===== config.mk =====
export PLATFORM = sky130hd
export DESIGN_NAME = clk_phase_sequencer
export DESIGN_NICKNAME = d
export VERILOG_FILES = /design/src/rtl/clk_phase_sequencer.sv
export SDC_FILE = /design/constraint.sdc
export NUM_CORES = 1
export LEC_CHECK = 0
export CORE_MARGIN = 4
export CORE_UTILIZATION = 50
export DETAILED_ROUTE_END_ITERATION = 8
export PLACE_DENSITY = 0.86
export SLEW_MARGIN = 10
export SYNTH_ARGS = -nofsm -noshare
export SYNTH_HDL_FRONTEND = slang
export SYNTH_SLANG_ARGS = --single-unit

===== constraint.sdc =====
create_clock -name Clk -period 2.1 [get_ports Clk]
set_input_delay 0.315 -clock Clk [delete_from_list [all_inputs] [get_ports Clk]]
set_output_delay 0.315 -clock Clk [all_outputs]
set_load 0.05 [all_outputs]

===== src/rtl/clk_phase_sequencer.sv =====
// Multicycle phase sequencer: one-hot stage enables per instruction,
// programmable ticks per phase, run/step/halt control and stall handshake.
module clk_phase_sequencer #(
  parameter int NUM_PHASES = 5,
  parameter int DIV_W      = 4,
  parameter int CNT_W      = 32
) (
  input  logic                          Clk,
  input  logic                          Reset,
  input  logic                          Run,
  input  logic                          Step,
  input  logic                          Halt_Req,
  input  logic [DIV_W-1:0]              Div,
  input  logic                          Stall,
  output logic [NUM_PHASES-1:0]         Phase_En,
  output logic [$clog2(NUM_PHASES)-1:0] Phase_Idx,
  output logic                          Instr_Done,
  output logic                          Busy,
  output logic [1:0]                    State,
  output logic [CNT_W-1:0]              Instr_Count
);

  localparam int IW = $clog2(NUM_PHASES);
  localparam logic [IW-1:0] LAST = IW'(NUM_PHASES - 1);
  localparam logic [NUM_PHASES-1:0] ONE = 1;

  typedef enum logic [1:0] {
    IDLE    = 2'd0,
    RUN     = 2'd1,
    STEP    = 2'd2,
    HALTING = 2'd3
  } state_t;

  state_t           st;
  logic [DIV_W-1:0] cnt;
  logic [DIV_W-1:0] div_l;
  logic             halt_f;
  logic             fire;

  assign fire       = (st != IDLE) && (cnt == div_l) && !Stall;
  assign Phase_En   = fire ? (ONE << Phase_Idx) : '0;
  assign Instr_Done = fire && (Phase_Idx == LAST);
  assign Busy       = (st != IDLE);
  assign State      = st;

  always_ff @(posedge Clk) begin
    if (Reset) begin
      st          <= IDLE;
      cnt         <= '0;
      Phase_Idx   <= '0;
      div_l       <= '0;
      Instr_Count <= '0;
      halt_f      <= 1'b0;
    end else begin
      case (st)
        IDLE: begin
          cnt       <= '0;
          Phase_Idx <= '0;
          // a requested halt keeps Run from restarting until Run drops
          if (Run && !halt_f) begin
            st    <= RUN;
            div_l <= Div;
          end else if (Step) begin
            st    <= STEP;
            div_l <= Div;
          end
          if (!Run)
            halt_f <= 1'b0;
        end
        default: begin
          if (fire) begin
            cnt       <= '0;
            Phase_Idx <= (Phase_Idx == LAST) ? '0 : Phase_Idx + 1'b1;
          end else if (cnt < div_l) begin
            cnt <= cnt + 1'b1;
          end
          if (Instr_Done) begin
            Instr_Count <= Instr_Count + 1'b1;
            if (st == RUN && Run && !Halt_Req) begin
              div_l <= Div;
            end else begin
              st <= IDLE;
              if (st == RUN && Halt_Req)
                halt_f <= 1'b1;
            end
          end else if (st == RUN && (Halt_Req || !Run)) begin
            st     <= HALTING;
            halt_f <= Halt_Req;
          end
        end
      endcase
    end
  end

endmodule


==> results.tsv <==
stage	metric	value	unit
timing	Setup violations, final	0	
power_and_ir_drop	peak supply drop	0.381	mV
timing	final period utilization	99.0	%
final_layout	most frequent cells in the layout	46 x clkdlybuf4s50_1, 35 x dfxtp_1, 30 x nor2_1, 19 x buf_4, 18 x a21oi_1	
final_layout	fillers	304	
cts	CTS sink cnt	46	
final_layout	Syn-to-layout area delta	44.2	%
power_and_ir_drop	LEAKAGE	1.18	nW
logic_synthesis	synthesized area	2330	sq um
timing	Fin Setup TNS	0	ns
worst_setup_path	CP max stage cell	dfxtp_2	
timing	unrepaired setup endpoints after global routing	true	
cts	Root Driver	clkbuf_8	
worst_setup_path	CP Data Arrival Time	1.77	ns
route	1st-iter DRT viols	98	
final_layout	# nets final	369	
cts	CTS tree	yes	
floorplanning	IO Pins	54	
logic_synthesis	syn_nets	296	
timing	Slew Limit Fails	0	
logic_synthesis	Mapped Cells	275	
global_route	GRT overflow	0	
placement	post-detail-place hpwl	3890	microns
route	routed vias/inst	5.57	
placement	Placer Congestion	0.819	
final_layout	antenna cells	0	
logic_synthesis	syn avg cell area	8.47	sq um
timing	fmax	481	MHz
cts	Skew-Pair Late Insertion Delay	0.30	ns
worst_setup_path	r2r endpoint	Instr_Count[27]$_SDFFE_PP0P_	
final_layout	share of cells above drive strength 1	20.6	%
worst_hold_path	WHS Endpoint	Instr_Count[1]$_SDFFE_PP0P_	
status	outcome	finished, final reports clean	
placement	PortBufs	53	
route	routed len/inst	14.4	microns
timing	clk_skew	0.00903	ns
timing	Slew headroom	65.9	%
route	Via Count	2234	
logic_synthesis	post-synth cell types	41	
timing	Worst-Margin Slew	0.510	ns
final_layout	Finished Layout Cells	401	
worst_setup_path	Critical Path, Cell by Cell	inv_2 > ha_4 > and4b_2 > nand4_4 > inv_4 > buf_6 > buf_12	
cts	register clock-pin slew on the reported worst setup and hold paths	0.08	ns
global_route	number of global-route vias before repair	2172	
worst_setup_path	Reg2Reg Depth	9	
cts	Num CTS Buffers	5	
final_layout	Reg area	935	sq um
route	residual DRC count	0	
worst_setup_path	worst stage delay on the critical path	0.34	ns
worst_setup_path	Startpoint Class	register	
logic_synthesis	sequential element share of the synthesized area	39.5	%
timing	Period minus WS final	2.08	ns
logic_synthesis	number of synthesized register bits	46	
global_route	first-pass GRT wire length	9690	microns
worst_hold_path	hold crit path type	reg -> reg	
floorplanning	row cnt	24	
worst_setup_path	Worst Path Max Fanout	4	
cts	clk buf depth	2	
global_route	largest net degree at the start of global routing	40	
global_route	initial antenna violation count	0	
floorplanning	initial core utilization	52.4	%
floorplanning	Die Y	76.2	microns
job	number of max-cap violations	0	
worst_setup_path	FF-to-FF setup slack	0.03	ns
cts	htree depth	2	
route	post-route ant nets	0	
worst_setup_path	CP Data Required Time	1.78	ns
timing	Fin. Hold Viols	0	
worst_setup_path	critical path class	reg -> out	
worst_setup_path	worst setup path start	div_l[3]$_SDFFE_PP0P_	
worst_hold_path	Hold Crit Start	Instr_Count[1]$_SDFFE_PP0P_	
worst_hold_path	cell depth of the worst hold path	2	
logic_synthesis	Synthesis Warnings	0	
worst_setup_path	reg-to-reg startpoint	div_l[3]$_SDFFE_PP0P_	
timing	final hold slack	0.503	ns
final_layout	post-route core utilization	75.5	%
floorplanning	DIE AREA	5810	sq um
final_layout	multi-input logic area	1390	sq um
worst_setup_path	Setup crit end kind	output port	
final_layout	leading cell type in the layout, fill and taps excluded	clkdlybuf4s50_1	
floorplanning	core area	4440	sq um
route	DRT Wirelength	5780	microns
placement	# placed instances	385	
global_route	Total GRT Usage	19.7	%
floorplanning	die width	76.2	microns
power_and_ir_drop	pwr dens	586	nW/um^2
route	drt first pass iters	4	
==> cell type report <==
cell class / instances / area share, %
Timing Repair Buffer: 76 / 23.0
Tap cell: 52 / 1.94
Clock inverter: 2 / 1.79
Clock buffer: 6 / 2.46
Multi-Input combinational cell: 205 / 41.3
Sequential cell: 46 / 27.8
Inverter: 14 / 1.64
==> timing repair <==
item | 4_1_cts | 5_1_grt
setup buffers | 3 | 4
gates resized for setup | 12 | 15
setup endpoints to repair | 5 | 19
pin swaps | 3 | 12
hold buffers | 0 | 0
gates cloned | 0 | 1
==> where the power goes <==
| part | switching (mW) | internal [mW] |
|---|---|---|
| logic | 0.142 | 0.116 |
| clock network | 0.295 | 0.507 |
| registers | 0.0175 | 0.889 |
| total | 0.455 | 1.51 |
==> cells in the mapped netlist <==
library cell / n / area, sq um
a211oi_1: 1 / 7.51
a21bo_2: 1 / 10.0
a21oi_1: 20 / 100
a221o_1: 1 / 10.0
a221oi_1: 1 / 8.76
a31oi_1: 1 / 6.26
and2_1: 6 / 37.5
and3_1: 2 / 12.5
and4_1: 2 / 17.5
and4b_1: 1 / 10.0
buf_2: 3 / 15.0
buf_4: 2 / 15.0
clkbuf_1: 4 / 15.0
clkbuf_2: 1 / 5.00
clkinv_2: 1 / 5.00
dfxtp_1: 46 / 921
ha_1: 11 / 138
inv_1: 13 / 48.8
mux2i_1: 5 / 50.1
nand2_1: 15 / 56.3
nand2b_1: 3 / 18.8
nand3_1: 14 / 70.1
nand3_2: 1 / 10.0
nand3b_1: 1 / 7.51
nand4_1: 10 / 62.6
nand4_4: 2 / 42.5
nor2_1: 32 / 120
nor2b_1: 4 / 25.0
nor3_1: 5 / 25.0
nor4_1: 5 / 31.3
nor4_2: 1 / 12.5
o211ai_1: 2 / 15.0
o21a_1: 2 / 15.0
o21ai_0: 16 / 80.1
o21bai_1: 1 / 7.51
o31ai_1: 4 / 30.0
or2_1: 1 / 6.26
or3_1: 13 / 81.3
or4_1: 4 / 30.0
xnor2_1: 10 / 87.6
xor2_1: 7 / 61.3
==> critical path: cells and delay by family, from the launching register on <==
| kind | cells | cell delay [ns] |
|---|---|---|
| simple gates | 2 | 0.45 |
| buf+inv | 4 | 0.42 |
| fa+ha+maj | 1 | 0.25 |
| flops | 1 | 0.34 |
==> sequential cells by signal, indices dropped and copies added, names as in the netlist <==
| register | cells |
|---|---|
| State | 2 |
| cnt | 4 |
| Phase_Idx | 3 |
| div_l | 4 |
| halt_f | 1 |
| Instr_Count | 32 |
==> worst max-delay path by stage <==
stage	to	cells past startpoint	slack, ns
finish	Instr_Done	7	0.02
detailed placement	div_l[0]$_SDFFE_PP0P_	7	-0.06
CTS	Phase_En[0]	7	0.004
global route	Instr_Done	7	-0.03
global placement	div_l[2]$_SDFFE_PP0P_	7	-0.02
floorplan	Phase_En[4]	7	0.02
==> routing by layer <==
metal / routed length, microns / vias to the layer above / track usage [%]
met4: 42 / 0 / 5.07
met5: 0 / - / 0
li1: - / 1121 / -
met3: 305 / 5 / 4.73
met2: 2880 / 67 / 34.5
met1: 2550 / 1041 / 24.2
==> logic make-up (layout without fill, tap and decap cells) <==
kind of cell | Yosys count | after routing | share of synthesized area, %
AO/OA/AOI/OAI | 50 | 50 | 12.5
buffers and inverters | 24 | 98 | 4.46
multiplexers | 5 | 5 | 2.15
AND/OR/NAND/NOR | 122 | 122 | 29.1
XOR/XNOR | 17 | 17 | 6.39
flip-flops | 46 | 46 | 39.5
adder cells (fa/ha/maj) | 11 | 11 | 5.91
==> through the flow <==
step,area [sq um],power [mW],setup WS [ns]
2_1_floorplan,2340,1.07,0.0196
3_3_place_gp,3060,1.14,-0.0243
3_5_place_dp,3060,1.15,-0.0616
4_1_cts,3260,1.97,0.00438
5_1_grt,3360,2.03,-0.0338
6_report,3360,1.97,0.0200
No activity file was read; power rests on OpenSTA's default activity.
